<file path="config.mk">
export PLATFORM = sky130hd
export DESIGN_NAME = plat_collision_scan
export DESIGN_NICKNAME = d
export VERILOG_FILES = /design/src/rtl/plat_collision_scan.sv
export SDC_FILE = /design/constraint.sdc
export NUM_CORES = 1
export LEC_CHECK = 0
export BUFFER_PORTS_ARGS = -buffer_cell sky130_fd_sc_hd__buf_4
export CAP_MARGIN = 20
export CORE_MARGIN = 8
export CORE_UTILIZATION = 50
export CTS_CLUSTER_DIAMETER = 60
export DETAILED_ROUTE_END_ITERATION = 8
export PLACE_DENSITY_LB_ADDON = 0.25
export SKIP_LAST_GASP = 1
export SYNTH_ARGS = -nofsm -noshare
export SYNTH_HDL_FRONTEND = slang
export SYNTH_SLANG_ARGS = --single-unit
</file>
<file path="constraint.sdc">
create_clock -name sys_clk -period 5.85 [get_ports sys_clk]
set_clock_uncertainty 0.05 [all_clocks]
set_input_delay 1.4625 -clock sys_clk [delete_from_list [all_inputs] [get_ports sys_clk]]
set_output_delay 1.4625 -clock sys_clk [all_outputs]
set_load 0.01 [all_outputs]
</file>
<file path="src/rtl/plat_collision_scan.sv">
`default_nettype none
// ============================================================================
// Module   : plat_collision_scan
// Purpose  : Scans the current block's packed platform tables, one platform
//            per cycle, for a falling crossing of a platform top by the
//            player's feet. The highest such platform is reported.
// Options  : PLAT_COLLISION_CEIL_EN - also flag a rising crossing of a
//            platform underside on the bump output.
// Revision : 1.0 - initial release
// ============================================================================
module plat_collision_scan #(
   parameter int PLATFORM_NUM_PER_BLOCK = 7,
   parameter int PHY_WIDTH              = 16,
   parameter int BLOCK_LEN_WIDTH        = 4,
   parameter int TILE_W                 = 16,
   parameter int PLAYER_W               = 16,
   parameter int PLAT_THICK             = 8
) (
   input  logic                                          sys_clk,
   input  logic                                          sys_rst_n,
   input  logic                                          start,
   input  logic                                          block_switch,
   input  logic [PHY_WIDTH-1:0]                          player_x,
   input  logic [PHY_WIDTH-1:0]                          prev_feet_y,
   input  logic [PHY_WIDTH-1:0]                          next_feet_y,
   input  logic [PLATFORM_NUM_PER_BLOCK*PHY_WIDTH-1:0]   plat_relative_x,
   input  logic [PLATFORM_NUM_PER_BLOCK*PHY_WIDTH-1:0]   plat_relative_y,
   input  logic [PLATFORM_NUM_PER_BLOCK*BLOCK_LEN_WIDTH-1:0] plat_len,
   output logic                                          busy,
   output logic                                          done,
   output logic                                          land,
   output logic [PHY_WIDTH-1:0]                          land_y,
   output logic [2:0]                                    land_idx,
   output logic                                          bump
);

   localparam int N = PLATFORM_NUM_PER_BLOCK;
   localparam logic [2:0]         LAST_IDX   = 3'(N - 1);
   localparam logic [PHY_WIDTH:0] TILE_W_X   = (PHY_WIDTH + 1)'(TILE_W);
   localparam logic [PHY_WIDTH:0] PLAYER_W_X = (PHY_WIDTH + 1)'(PLAYER_W);

   typedef enum logic [1:0] {
      ST_IDLE = 2'd0,
      ST_SCAN = 2'd1,
      ST_DONE = 2'd2
   } state_t;

   state_t                 state_q,      state_d;
   logic [2:0]             idx_q,        idx_d;
   logic [PHY_WIDTH-1:0]   px_q,         px_d;
   logic [PHY_WIDTH-1:0]   prev_q,       prev_d;
   logic [PHY_WIDTH-1:0]   next_q,       next_d;
   logic                   best_vld_q,   best_vld_d;
   logic [PHY_WIDTH-1:0]   best_y_q,     best_y_d;
   logic [2:0]             best_idx_q,   best_idx_d;
   logic                   bump_acc_q,   bump_acc_d;
   logic                   land_q,       land_d;
   logic [PHY_WIDTH-1:0]   land_y_q,     land_y_d;
   logic [2:0]             land_idx_q,   land_idx_d;
   logic                   bump_q,       bump_d;

   logic [PHY_WIDTH-1:0]       cur_x;
   logic [PHY_WIDTH-1:0]       cur_y;
   logic [BLOCK_LEN_WIDTH-1:0] cur_len;
   logic [PHY_WIDTH:0]         player_left;
   logic [PHY_WIDTH:0]         player_right;
   logic [PHY_WIDTH:0]         plat_left;
   logic [PHY_WIDTH:0]         plat_right;
   logic                       overlap;
   logic                       fall_cross;
   logic                       hit;
   logic                       bump_hit;
   logic                       take_hit;
   logic                       scan_vld;
   logic [PHY_WIDTH-1:0]       scan_y;
   logic [2:0]                 scan_idx;
   logic                       scan_bump;

   // Select the live table entry addressed by the scan index.
   always_comb begin
      cur_x   = '0;
      cur_y   = '0;
      cur_len = '0;
      for (int i = 0; i < N; i++) begin
         if (idx_q == 3'(i)) begin
            cur_x   = plat_relative_x[i*PHY_WIDTH +: PHY_WIDTH];
            cur_y   = plat_relative_y[i*PHY_WIDTH +: PHY_WIDTH];
            cur_len = plat_len[i*BLOCK_LEN_WIDTH +: BLOCK_LEN_WIDTH];
         end
      end
   end

   // Hit test for the current platform; sums carry one extra bit so they never wrap.
   always_comb begin
      player_left  = {1'b0, px_q};
      player_right = player_left + PLAYER_W_X;
      plat_left    = {1'b0, cur_x};
      plat_right   = plat_left + ((PHY_WIDTH + 1)'(cur_len) * TILE_W_X);
      overlap      = (cur_len != '0) && (player_right > plat_left) && (player_left < plat_right);
      fall_cross   = (prev_q >= cur_y) && (next_q <= cur_y);
      hit          = overlap && fall_cross;
   end

`ifdef PLAT_COLLISION_CEIL_EN
   localparam logic [PHY_WIDTH:0] THICK_X = (PHY_WIDTH + 1)'(PLAT_THICK);

   logic signed [PHY_WIDTH:0] underside;

   // Rising crossing of the platform underside; platforms too low to have a
   // non-negative underside are excluded.
   always_comb begin
      underside = $signed({1'b0, cur_y}) - $signed(THICK_X);
      bump_hit  = overlap
                  && ({1'b0, cur_y} >= THICK_X)
                  && ($signed({1'b0, prev_q}) <  underside)
                  && ($signed({1'b0, next_q}) >= underside);
   end
`else
   // Without the ceiling option nothing ever bumps, so the bump path folds to 0.
   always_comb begin
      bump_hit = 1'b0;
   end
`endif

   // Best-hit tracking including the platform under test this cycle; strict
   // compare keeps the lower index on equal heights since indices ascend.
   always_comb begin
      take_hit  = hit && (!best_vld_q || (cur_y > best_y_q));
      scan_vld  = best_vld_q || hit;
      scan_y    = take_hit ? cur_y : best_y_q;
      scan_idx  = take_hit ? idx_q : best_idx_q;
      scan_bump = bump_acc_q || bump_hit;
   end

   // Next-state and datapath updates for the scan controller.
   always_comb begin
      state_d    = state_q;
      idx_d      = idx_q;
      px_d       = px_q;
      prev_d     = prev_q;
      next_d     = next_q;
      best_vld_d = best_vld_q;
      best_y_d   = best_y_q;
      best_idx_d = best_idx_q;
      bump_acc_d = bump_acc_q;
      land_d     = land_q;
      land_y_d   = land_y_q;
      land_idx_d = land_idx_q;
      bump_d     = bump_q;

      case (state_q)
         ST_IDLE: begin
            if (start) begin
               state_d    = ST_SCAN;
               idx_d      = '0;
               px_d       = player_x;
               prev_d     = prev_feet_y;
               next_d     = next_feet_y;
               best_vld_d = 1'b0;
               best_y_d   = '0;
               best_idx_d = '0;
               bump_acc_d = 1'b0;
            end
         end
         ST_SCAN: begin
            if (block_switch) begin
               // Tables are being replaced: discard everything seen so far.
               idx_d      = '0;
               best_vld_d = 1'b0;
               best_y_d   = '0;
               best_idx_d = '0;
               bump_acc_d = 1'b0;
            end else begin
               best_vld_d = scan_vld;
               best_y_d   = scan_y;
               best_idx_d = scan_idx;
               bump_acc_d = scan_bump;
               if (idx_q == LAST_IDX) begin
                  // Publish results so they are valid alongside done.
                  state_d = ST_DONE;
                  land_d  = scan_vld;
                  bump_d  = scan_bump;
                  if (scan_vld) begin
                     land_y_d   = scan_y;
                     land_idx_d = scan_idx;
                  end
               end else begin
                  idx_d = idx_q + 3'd1;
               end
            end
         end
         ST_DONE: begin
            state_d = ST_IDLE;
         end
         default: begin
            state_d = ST_IDLE;
         end
      endcase
   end

   // State and datapath registers with synchronous active-low reset.
   always_ff @(posedge sys_clk) begin
      if (!sys_rst_n) begin
         state_q    <= ST_IDLE;
         idx_q      <= '0;
         px_q       <= '0;
         prev_q     <= '0;
         next_q     <= '0;
         best_vld_q <= 1'b0;
         best_y_q   <= '0;
         best_idx_q <= '0;
         bump_acc_q <= 1'b0;
         land_q     <= 1'b0;
         land_y_q   <= '0;
         land_idx_q <= '0;
         bump_q     <= 1'b0;
      end else begin
         state_q    <= state_d;
         idx_q      <= idx_d;
         px_q       <= px_d;
         prev_q     <= prev_d;
         next_q     <= next_d;
         best_vld_q <= best_vld_d;
         best_y_q   <= best_y_d;
         best_idx_q <= best_idx_d;
         bump_acc_q <= bump_acc_d;
         land_q     <= land_d;
         land_y_q   <= land_y_d;
         land_idx_q <= land_idx_d;
         bump_q     <= bump_d;
      end
   end

   assign busy     = (state_q != ST_IDLE);
   assign done     = (state_q == ST_DONE);
   assign land     = land_q;
   assign land_y   = land_y_q;
   assign land_idx = land_idx_q;
   assign bump     = bump_q;

endmodule
`default_nettype wire
</file>
==> impl_metrics.py, run 1 <==
metrics = {
    "run_status": {
        "status": "finished clean",
    },
    "global_routing": {
        "grt_pass1_vias": 9386,
        "grt_usage_pct": 31.1,
        "gr-total-overflow": 0,
        "grt_max_degree": 76,
        "antenna_found_initial": 3,
        "grt_pass1_wl_um": 50100,
    },
    "placement": {
        "placed_area_mm2": 0.0106,
        "dp_slack_ps": -57.7,
        "portBuffers": 325,
        "gp_congestion": 0.974,
        "dp_hpwl_um": 26500,
    },
    "timing": {
        "setup_viol": 0,
        "period_needed_ps": 5580,
        "slew_viol_final": 0,
        "rsz0062_at_grt": "no",
        "fin_crit_sh_pct": 95.5,
        "slew_headroom_pct": 43.5,
        "max_freq_mhz": 179,
        "finalWorstSetupSlack_ps": 266,
        "tightest_slew_ps": 838,
        "hold_viol_final": 0,
    },
    "synthesis": {
        "yosys_warnings": 0,
        "yosys.area.top_type": "dfxtp_1",
        "ys_async_sr_fraction_pct": 0,
        "syn-num-nets": 1509,
        "synthTopCellsByArea": "dfxtp_1, ha_1, nand2_1",
        "synthFlopType": "dfxtp_1",
        "syn_area_mm2": 0.00804,
        "yosysSeqAreaShare_pct": 23.1,
        "yosysTopAreaCellShare_pct": 23.1,
        "syn_inst": 1118,
        "synth_edf_count": 0,
        "ys_ff_latch": 93,
        "avgSynthCellArea_um2": 7.19,
        "yosysUniqueCellTypes": 77,
    },
    "setup_path": {
        "crit_end": "best_y_q[7]$_SDFFE_PN0P_",
        "reg2reg_to": "best_y_q[7]$_SDFFE_PN0P_",
        "reg2reg_depth": 19,
        "startpoint": "idx_q[1]$_SDFFE_PN0P_",
        "max_stage_delay_ps": 630,
        "worstSetupStartpointType": "register",
        "cp-end-kind": "register",
        "critical_path_class": "register to register",
        "crit_required_ps": 6070,
        "cp_max_fo": 19,
        "critPathSlowestCell": "o311ai_0",
        "regToRegStartpoint": "idx_q[1]$_SDFFE_PN0P_",
        "critPathArrivalTime_ps": 5800,
        "r2r_slack_ps": 270,
        "cp_cell_sequence": "inv_1, ha_1, nand2b_1, nor2_4, buf_4, a221oi_1, o311ai_0, o21ai_0, o21ai_2, inv_1, ha_1, nand4_1, nor4_1, or3_1, o221ai_1, nor4_2, and2_4, nand3_1, a31oi_1",
    },
    "hold_path": {
        "hold_class": "register to register",
    },
    "detailed_routing": {
        "routed_via_density": 5.97,
        "wl_um": 34100,
        "drt_iter0_drc": 752,
        "drc": 0,
        "ant_nets": 0,
        "routedWlPerCell_um": 20.8,
        "firstDrtPassIters": 5,
        "vias": 9790,
    },
    "layout": {
        "n_fill_cell": 1364,
        "final_area_mm2": 0.0110,
        "final_cell_mix": "buf_4, nand2_1, dfxtp_1, a21oi_1, ha_1",
        "drive_gt1_share_pct": 29.0,
        "syn_to_final_growth_pct": 37.3,
        "mostFrequentLayoutCell": "buf_4",
        "final_nets": 1807,
    },
    "pwr": {
        "pwr-share-clk_pct": 31.5,
        "power.switching_uw": 604,
        "leakage_nw": 4.84,
        "irDropWorstVdd_uv": 145,
        "powerDensity_mw_per_mm2": 177,
        "switching_share_pct": 31.0,
        "internal-power_mw": 1.35,
        "comb_power_share_pct": 34.1,
        "p_seq_share_pct": 34.5,
    },
    "clock_tree": {
        "cts_sinks": 93,
        "cts_buffers": 9,
        "tritoncts": "built",
        "ctsHoldBuffers": 0,
        "clockRootBuffer": "clkbuf_16",
        "clock_path_buffers": 2,
        "clkLatencyLatePin_ps": 350,
        "h-tree-depth": 3,
        "path_clk_slew_ps": 70,
    },
    "die": {
        "die_h_um": 143,
        "die-area_mm2": 0.0204,
        "rows": 46,
        "initial_core_util_pct": 50.8,
        "core_mm2": 0.0158,
        "ios": 327,
        "die_x_um": 143,
    },
    "flow_run": {
        "drv_cap": 0,
    },
}
## cell usage after synthesis (3+ instances only)
cell type and number:
nand2_1 220, dfxtp_1 93, a21oi_1 90, ha_1 86, nor2_1 63, o21ai_0 61
inv_1 58, nand3_1 46, clkbuf_1 37, a221oi_1 33, a31oi_1 31, o21ai_1 27
o311ai_0 26, a22oi_1 20, buf_2 18, nand4_1 15, a21o_1 13, xor2_1 12
a211o_1 11, nor3_1 11, buf_1 9, buf_4 9, o211ai_1 9, nor4_1 8
o22ai_1 8, xnor2_1 8, buf_6 7, o21a_1 6, a211oi_1 5, nand2b_1 5
nand3b_1 5, nor2b_1 5, o31ai_1 3
## cell families (layout without fill, tap and decap cells)
group,count (synthesis),count (layout),share of synthesized area [%]
AOI/OAI and AO/OA,375,375,31.1
xor gates and xnor gates,20,20,2.18
adders and majority gates,87,87,13.6
buffers and inverters,140,440,7.89
DFF,93,93,23.1
other,1,5,0.0466
and+or+nand+nor,402,403,22.0
## worst min-delay path by stage
stage | start | to | slack, ps | depth (start not counted)
floorplan | next_q[0]$_SDFFE_PN0P_ | next_q[0]$_SDFFE_PN0P_ | 390 | 2
finish | px_q[0]$_SDFFE_PN0P_ | px_q[0]$_SDFFE_PN0P_ | 410 | 2
CTS | px_q[0]$_SDFFE_PN0P_ | px_q[0]$_SDFFE_PN0P_ | 410 | 2
detailed placement | px_q[0]$_SDFFE_PN0P_ | px_q[0]$_SDFFE_PN0P_ | 400 | 2
global route | prev_q[4]$_SDFFE_PN0P_ | prev_q[4]$_SDFFE_PN0P_ | 440 | 2
global placement | next_q[0]$_SDFFE_PN0P_ | next_q[0]$_SDFFE_PN0P_ | 400 | 2
## power by group through the flow
stage | clock network, mW | registers (mW) | logic [mW]
2_1_floorplan | 0 | 0.679 | 0.368
3_3_place_gp | 0 | 0.686 | 0.634
3_5_place_dp | 0 | 0.686 | 0.644
4_1_cts | 0.612 | 0.672 | 0.652
5_1_grt | 0.639 | 0.674 | 0.733
6_report | 0.614 | 0.672 | 0.665
## routing by layer
| metal | wire length, um | GRT usage [%] | vias up |
|---|---|---|---|
| met5 | 0 | 0 | - |
| met4 | 1530 | 17.0 | 0 |
| met3 | 2870 | 5.94 | 86 |
| met2 | 16400 | 51.4 | 491 |
| met1 | 13300 | 37.4 | 4537 |
| li1 | - | - | 4676 |
## layout make-up
class | instances | area, um^2 | share of cell area [%]
flip-flops and latches | 93 | 1860 | 16.9
inverters | 60 | 225 | 2.04
clock inverters | 5 | 77.6 | 0.703
repair buffers | 366 | 2780 | 25.2
well taps | 216 | 270 | 2.45
diodes | 4 | 10.0 | 0.0907
clock buffers | 9 | 225 | 2.04
multi-input cells | 886 | 5590 | 50.6
## critical path: cells and delay by family, from the launching register on
family,cells,cell delay (ps)
flip-flops,1,380
adder cells (fa/ha/maj),2,540
buffers and inverters,3,470
AO/OA/AOI/OAI,6,1740
AND/OR/NAND/NOR,8,2310
## registers in the layout (all words and copies together) (netlist names)
name / flops
land: 1
next_q: 16
px_q: 16
land_idx: 3
prev_q: 16
best_y_q: 16
state_q: 2
best_idx_q: 3
idx_q: 3
land_y: 16
best_vld_q: 1
## metrics by stage
stage	util (%)	instances	setup TNS (ps)	hold WS (ps)	power (mW)
after global routing	69.7	1638	0	437	2.05
after global placement	67.0	1612	0	396	1.32
after floorplan	-	1118	0	386	1.05
final	69.8	1639	0	405	1.95
after detailed placement	67.0	1612	-230	401	1.33
after CTS	68.9	1626	0	409	1.94
## timing repair
item	CTS	global route
gates resized for setup	0	19
buffers inserted	0	5
endpoints found under the setup margin	0	39
(Power assumes the default switching activity.)
==> run 2: changes to the inputs <==
--- a/config.mk
+++ b/config.mk
@@ -7,12 +7,13 @@
 export LEC_CHECK = 0
 export BUFFER_PORTS_ARGS = -buffer_cell sky130_fd_sc_hd__buf_4
 export CAP_MARGIN = 20
+export CELL_PAD_IN_SITES_DETAIL_PLACEMENT = 0
+export CELL_PAD_IN_SITES_GLOBAL_PLACEMENT = 2
 export CORE_MARGIN = 8
-export CORE_UTILIZATION = 50
+export CORE_UTILIZATION = 26
 export CTS_CLUSTER_DIAMETER = 60
 export DETAILED_ROUTE_END_ITERATION = 8
 export PLACE_DENSITY_LB_ADDON = 0.25
-export SKIP_LAST_GASP = 1
 export SYNTH_ARGS = -nofsm -noshare
 export SYNTH_HDL_FRONTEND = slang
 export SYNTH_SLANG_ARGS = --single-unit
==> impl_metrics.py, run 2 (synthesized netlist as in run 1, its figures left out) <==
metrics = {
    "setup_path": {
        "max_stage_delay_ps": 420,
        "critPathArrivalTime_ps": 5720,
        "cp-end-kind": "register",
        "path_buf_inv": 4,
        "reg2reg_depth": 32,
        "critical_path_class": "primary input to register",
        "reg2reg_to": "best_y_q[8]$_SDFFE_PN0P_",
        "regToRegStartpoint": "idx_q[0]$_SDFFE_PN0P_",
        "crit_required_ps": 6080,
        "crit_top_cell": "o21ai_0",
        "cp.depth": 28,
        "r2r_slack_ps": 390,
        "cp_max_fo": 21,
        "worstSetupStartpointType": "primary input",
        "cpLargestDelayFamily": "compound AO/OA/AOI/OAI gates",
        "critPathSlowestCell": "fa_1",
    },
    "timing": {
        "rsz0062_at_grt": "no",
        "period_needed_ps": 5490,
        "hold_viol_final": 0,
        "whs_ps": 407,
        "slew_viol_final": 0,
        "max_freq_mhz": 182,
        "setup_tns_ps": 0,
        "tightest_slew_ps": 1020,
        "setup_viol": 0,
        "fin_crit_sh_pct": 93.9,
        "slew_headroom_pct": 32.2,
    },
    "clock_tree": {
        "cts_buffers": 9,
        "clock_path_buffers": 2,
        "h-tree-depth": 3,
        "ctsHoldBuffers": 0,
        "tritoncts": "built",
        "clkLatencyLatePin_ps": 350,
        "clockRootBuffer": "clkbuf_16",
        "cts_sinks": 93,
        "path_clk_slew_ps": 70,
    },
    "global_routing": {
        "grt_usage_pct": 19.8,
        "antenna_found_initial": 0,
        "grt_max_degree": 55,
        "grt_pass1_vias": 9290,
        "gr-total-overflow": 0,
        "grt_pass1_wl_um": 55900,
    },
    "layout": {
        "mostFrequentLayoutCell": "buf_4",
        "final_area_mm2": 0.0114,
        "diodes": 0,
        "final_cell_mix": "buf_4, nand2_1, dfxtp_1, a21oi_1, ha_1",
        "final_nets": 1815,
        "syn_to_final_growth_pct": 41.5,
        "drive_gt1_share_pct": 29.5,
    },
    "pwr": {
        "powerDensity_mw_per_mm2": 175,
        "irDropWorstVdd_uv": 136,
        "leakage_nw": 4.90,
    },
    "hold_path": {
        "holdPathStages": 2,
        "holdPathEnd": "next_q[0]$_SDFFE_PN0P_",
        "hold_start": "next_q[0]$_SDFFE_PN0P_",
        "hold_class": "register to register",
    },
    "die": {
        "die_x_um": 192,
        "rows": 64,
        "die_h_um": 192,
        "ios": 327,
        "initial_core_util_pct": 26.4,
        "core_mm2": 0.0305,
        "die-area_mm2": 0.0368,
    },
    "detailed_routing": {
        "drc": 0,
        "routedWlPerCell_um": 21.3,
        "drt_iter0_drc": 555,
        "ant_nets": 0,
        "firstDrtPassIters": 5,
        "routed_via_density": 5.13,
        "vias": 9371,
        "wl_um": 38900,
    },
    "run_status": {
        "status": "finished clean",
    },
    "placement": {
        "placed_area_mm2": 0.0110,
        "portBuffers": 325,
        "gp_congestion": 0.923,
        "dp_hpwl_um": 31900,
    },
    "flow_run": {
        "drv_cap": 0,
    },
}
## run 2: tightest hold or removal path, cell delays in order (launching register included)
cell and delay, ps:
dfxtp_1 310, nand2_1 50, a21oi_1 50
## run 2: how the worst max path moves through the flow
stage	startpoint	end	slack (ps)
2_1_floorplan	idx_q[1]$_SDFFE_PN0P_	land_y[3]$_SDFFE_PN0P_	530
3_3_place_gp	plat_relative_x[5]	best_y_q[13]$_SDFFE_PN0P_	-9
3_5_place_dp	plat_relative_x[5]	best_y_q[6]$_SDFFE_PN0P_	-90
4_1_cts	idx_q[0]$_SDFFE_PN0P_	best_y_q[8]$_SDFFE_PN0P_	40
5_1_grt	idx_q[0]$_SDFFE_PN0P_	best_y_q[1]$_SDFFE_PN0P_	0.5
6_report	plat_relative_x[5]	best_y_q[8]$_SDFFE_PN0P_	360
## run 2: timing repair
action	CTS	global route
buffers inserted	0	1
pin swaps	0	3
gates resized for setup	1	20
setup endpoints to repair	4	39
cloned	0	1
## run 2: final cells by class
type | instances | area [um^2]
timing repair buffer | 375 | 2910
inverter | 60 | 225
clock inverter | 6 | 68.8
tap | 396 | 495
clock buffer | 10 | 229
fill | 3294 | 19100
sequential | 93 | 1860
multi-input combinational | 885 | 5590
## run 2: metrics by stage
stage          instances  setup slack (ps)  util [%]  total power [mW]
3_5_place_dp        1807             -88.0      36.0              1.38
5_1_grt             1825             0.512      37.3              2.11
2_1_floorplan       1118               535         -              1.05
6_report            1825               356      37.3              1.99
4_1_cts             1823              41.3      37.0              2.00
3_3_place_gp        1807             -8.63      36.0              1.38
## run 2: power by group
part | internal [mW] | switching, mW
combinational | 0.345 | 0.363
clock | 0.336 | 0.276
sequential | 0.653 | 0.0192
total | 1.33 | 0.658
## run 2: metal layers
| layer | up-vias | wire length (um) | track usage [%] | part of all wire, % |
|---|---|---|---|---|
| met2 | 278 | 18800 | 33.2 | 48 |
| met4 | 0 | 773 | 5.18 | 2.0 |
| met3 | 43 | 2320 | 3.61 | 6.0 |
| met1 | 4365 | 17000 | 25.6 | 44 |
| met5 | - | 0 | 0 | 0 |
| li1 | 4685 | - | - | - |
==> run 3: changes to the inputs <==
--- a/config.mk
+++ b/config.mk
@@ -13,7 +13,8 @@
 export CORE_UTILIZATION = 26
 export CTS_CLUSTER_DIAMETER = 60
 export DETAILED_ROUTE_END_ITERATION = 8
-export PLACE_DENSITY_LB_ADDON = 0.25
+export PLACE_DENSITY_LB_ADDON = 0.1
+export SKIP_CTS_REPAIR_TIMING = 1
 export SYNTH_ARGS = -nofsm -noshare
 export SYNTH_HDL_FRONTEND = slang
 export SYNTH_SLANG_ARGS = --single-unit
==> impl_metrics.py, run 3 (synthesized netlist as in run 1, its figures left out) <==
metrics = {
    "detailed_routing": {
        "drt_iter0_drc": 559,
        "routed_via_density": 5.14,
        "drc": 0,
        "routedWlPerCell_um": 21.5,
        "vias": 9337,
        "ant_nets": 0,
        "wl_um": 39100,
        "firstDrtPassIters": 5,
    },
    "pwr": {
        "switching_share_pct": 32.5,
        "p_seq_share_pct": 34.1,
        "power.switching_uw": 643,
        "pwr-share-clk_pct": 31.2,
        "internal-power_mw": 1.33,
        "irDropWorstVdd_uv": 135,
        "comb_power_share_pct": 34.7,
        "leakage_nw": 4.85,
        "powerDensity_mw_per_mm2": 175,
        "total_power_mw": 1.98,
    },
    "die": {
        "die_h_um": 192,
        "initial_core_util_pct": 26.4,
        "die_x_um": 192,
        "die-area_mm2": 0.0368,
        "rows": 64,
        "ios": 327,
        "core_mm2": 0.0305,
    },
    "global_routing": {
        "grt_pass1_wl_um": 56900,
        "grt_max_degree": 50,
        "antenna_found_initial": 2,
        "grt_usage_pct": 20.1,
        "gr-total-overflow": 0,
        "grt_pass1_vias": 9379,
    },
    "clock_tree": {
        "clkLatencyLatePin_ps": 350,
        "h-tree-depth": 3,
        "tritoncts": "built",
        "cts_buffers": 9,
        "clock_path_buffers": 2,
        "clockRootBuffer": "clkbuf_16",
        "cts_sinks": 93,
        "path_clk_slew_ps": 70,
    },
    "setup_path": {
        "max_stage_delay_ps": 410,
        "critical_path_class": "register to register",
        "reg2reg_to": "land_y[9]$_SDFFE_PN0P_",
        "cp_max_fo": 23,
        "regToRegStartpoint": "idx_q[1]$_SDFFE_PN0P_",
        "crit_required_ps": 6070,
        "critPathSlowestCell": "fa_1",
        "cp-end-kind": "register",
        "worstSetupStartpointType": "register",
        "critPathArrivalTime_ps": 5590,
        "crit_top_cell": "o21ai_0",
        "reg2reg_depth": 31,
        "r2r_slack_ps": 480,
        "startpoint": "idx_q[1]$_SDFFE_PN0P_",
    },
    "timing": {
        "rsz0062_at_grt": "no",
        "slew_headroom_pct": 32.0,
        "slew_viol_final": 0,
        "setup_viol": 0,
        "tightest_slew_ps": 1020,
        "max_freq_mhz": 186,
        "period_needed_ps": 5370,
        "fin_crit_sh_pct": 91.9,
        "whs_ps": 409,
        "hold_viol_final": 0,
    },
    "placement": {
        "dp_hpwl_um": 32700,
        "portBuffers": 325,
        "gp_congestion": 0.900,
        "placed_area_mm2": 0.0109,
    },
    "layout": {
        "syn_to_final_growth_pct": 40.5,
        "final_area_mm2": 0.0113,
        "drive_gt1_share_pct": 29.1,
        "diodes": 0,
        "register_area_mm2": 0.00186,
        "multi_input_area_mm2": 0.00559,
        "final_nets": 1807,
        "n_fill_cell": 3301,
        "mostFrequentLayoutCell": "buf_4",
        "final_cell_mix": "buf_4, nand2_1, dfxtp_1, a21oi_1, ha_1",
        "fin_util_pct": 37.0,
    },
    "hold_path": {
        "holdPathStages": 2,
        "hold_class": "register to register",
        "hold_start": "prev_q[0]$_SDFFE_PN0P_",
        "holdPathEnd": "prev_q[0]$_SDFFE_PN0P_",
    },
    "run_status": {
        "status": "finished clean",
    },
    "flow_run": {
        "drv_cap": 0,
    },
}
-- run 3: layout make-up --
type | count | area share (%)
inverters | 60 | 1.99
clock buffers | 10 | 2.11
clock inverters | 6 | 0.620
flip-flops and latches | 93 | 16.5
repair buffers | 367 | 24.9
well taps | 396 | 4.38
multi-input cells | 885 | 49.5
-- run 3: worst max path at each step --
stage / endpoint / slack [ps] / cells after the start
after floorplan: land_y[3]$_SDFFE_PN0P_ / 530 / 35
after global placement: best_y_q[15]$_SDFFE_PN0P_ / 10 / 28
after detailed placement: best_y_q[6]$_SDFFE_PN0P_ / -70 / 27
after CTS: best_y_q[6]$_SDFFE_PN0P_ / 50 / 30
after global routing: best_idx_q[0]$_SDFFE_PN0P_ / 2 / 31
final: land_y[9]$_SDFFE_PN0P_ / 480 / 31
-- run 3: power groups by stage --
stage / Combinational (mW) / Clock, mW / Sequential [mW]
2_1_floorplan: 0.368 / 0 / 0.679
3_3_place_gp: 0.687 / 0 / 0.688
3_5_place_dp: 0.688 / 0 / 0.688
4_1_cts: 0.692 / 0.641 / 0.674
5_1_grt: 0.764 / 0.659 / 0.676
6_report: 0.687 / 0.617 / 0.673
-- run 3: routing by layer --
layer | up-vias | share of wire (%) | global-route usage [%]
met5 | - | 0.033 | 0
met4 | 2 | 1.8 | 4.62
met3 | 34 | 5.4 | 3.56
met2 | 265 | 50 | 35.4
met1 | 4362 | 43 | 25.2
li1 | 4674 | - | -
-- run 3: worst max-delay path, delay by kind of cell, from the launching register on --
kind                     cells  cell delay (ps)
AO/OA/AOI/OAI               11             1710
AND/OR/NAND/NOR             12             1490
adder cells (fa/ha/maj)      3              920
buffers and inverters        4              570
flip-flops                   1              390
XOR/XNOR                     1              130
-- run 3: metrics by stage --
stage	setup TNS (ps)	setup WS (ps)	std cells
2_1_floorplan	0	535	1118
3_3_place_gp	0	11.0	1801
3_5_place_dp	-490	-65.9	1801
4_1_cts	0	48.3	1817
5_1_grt	0	2.31	1817
6_report	0	476	1817
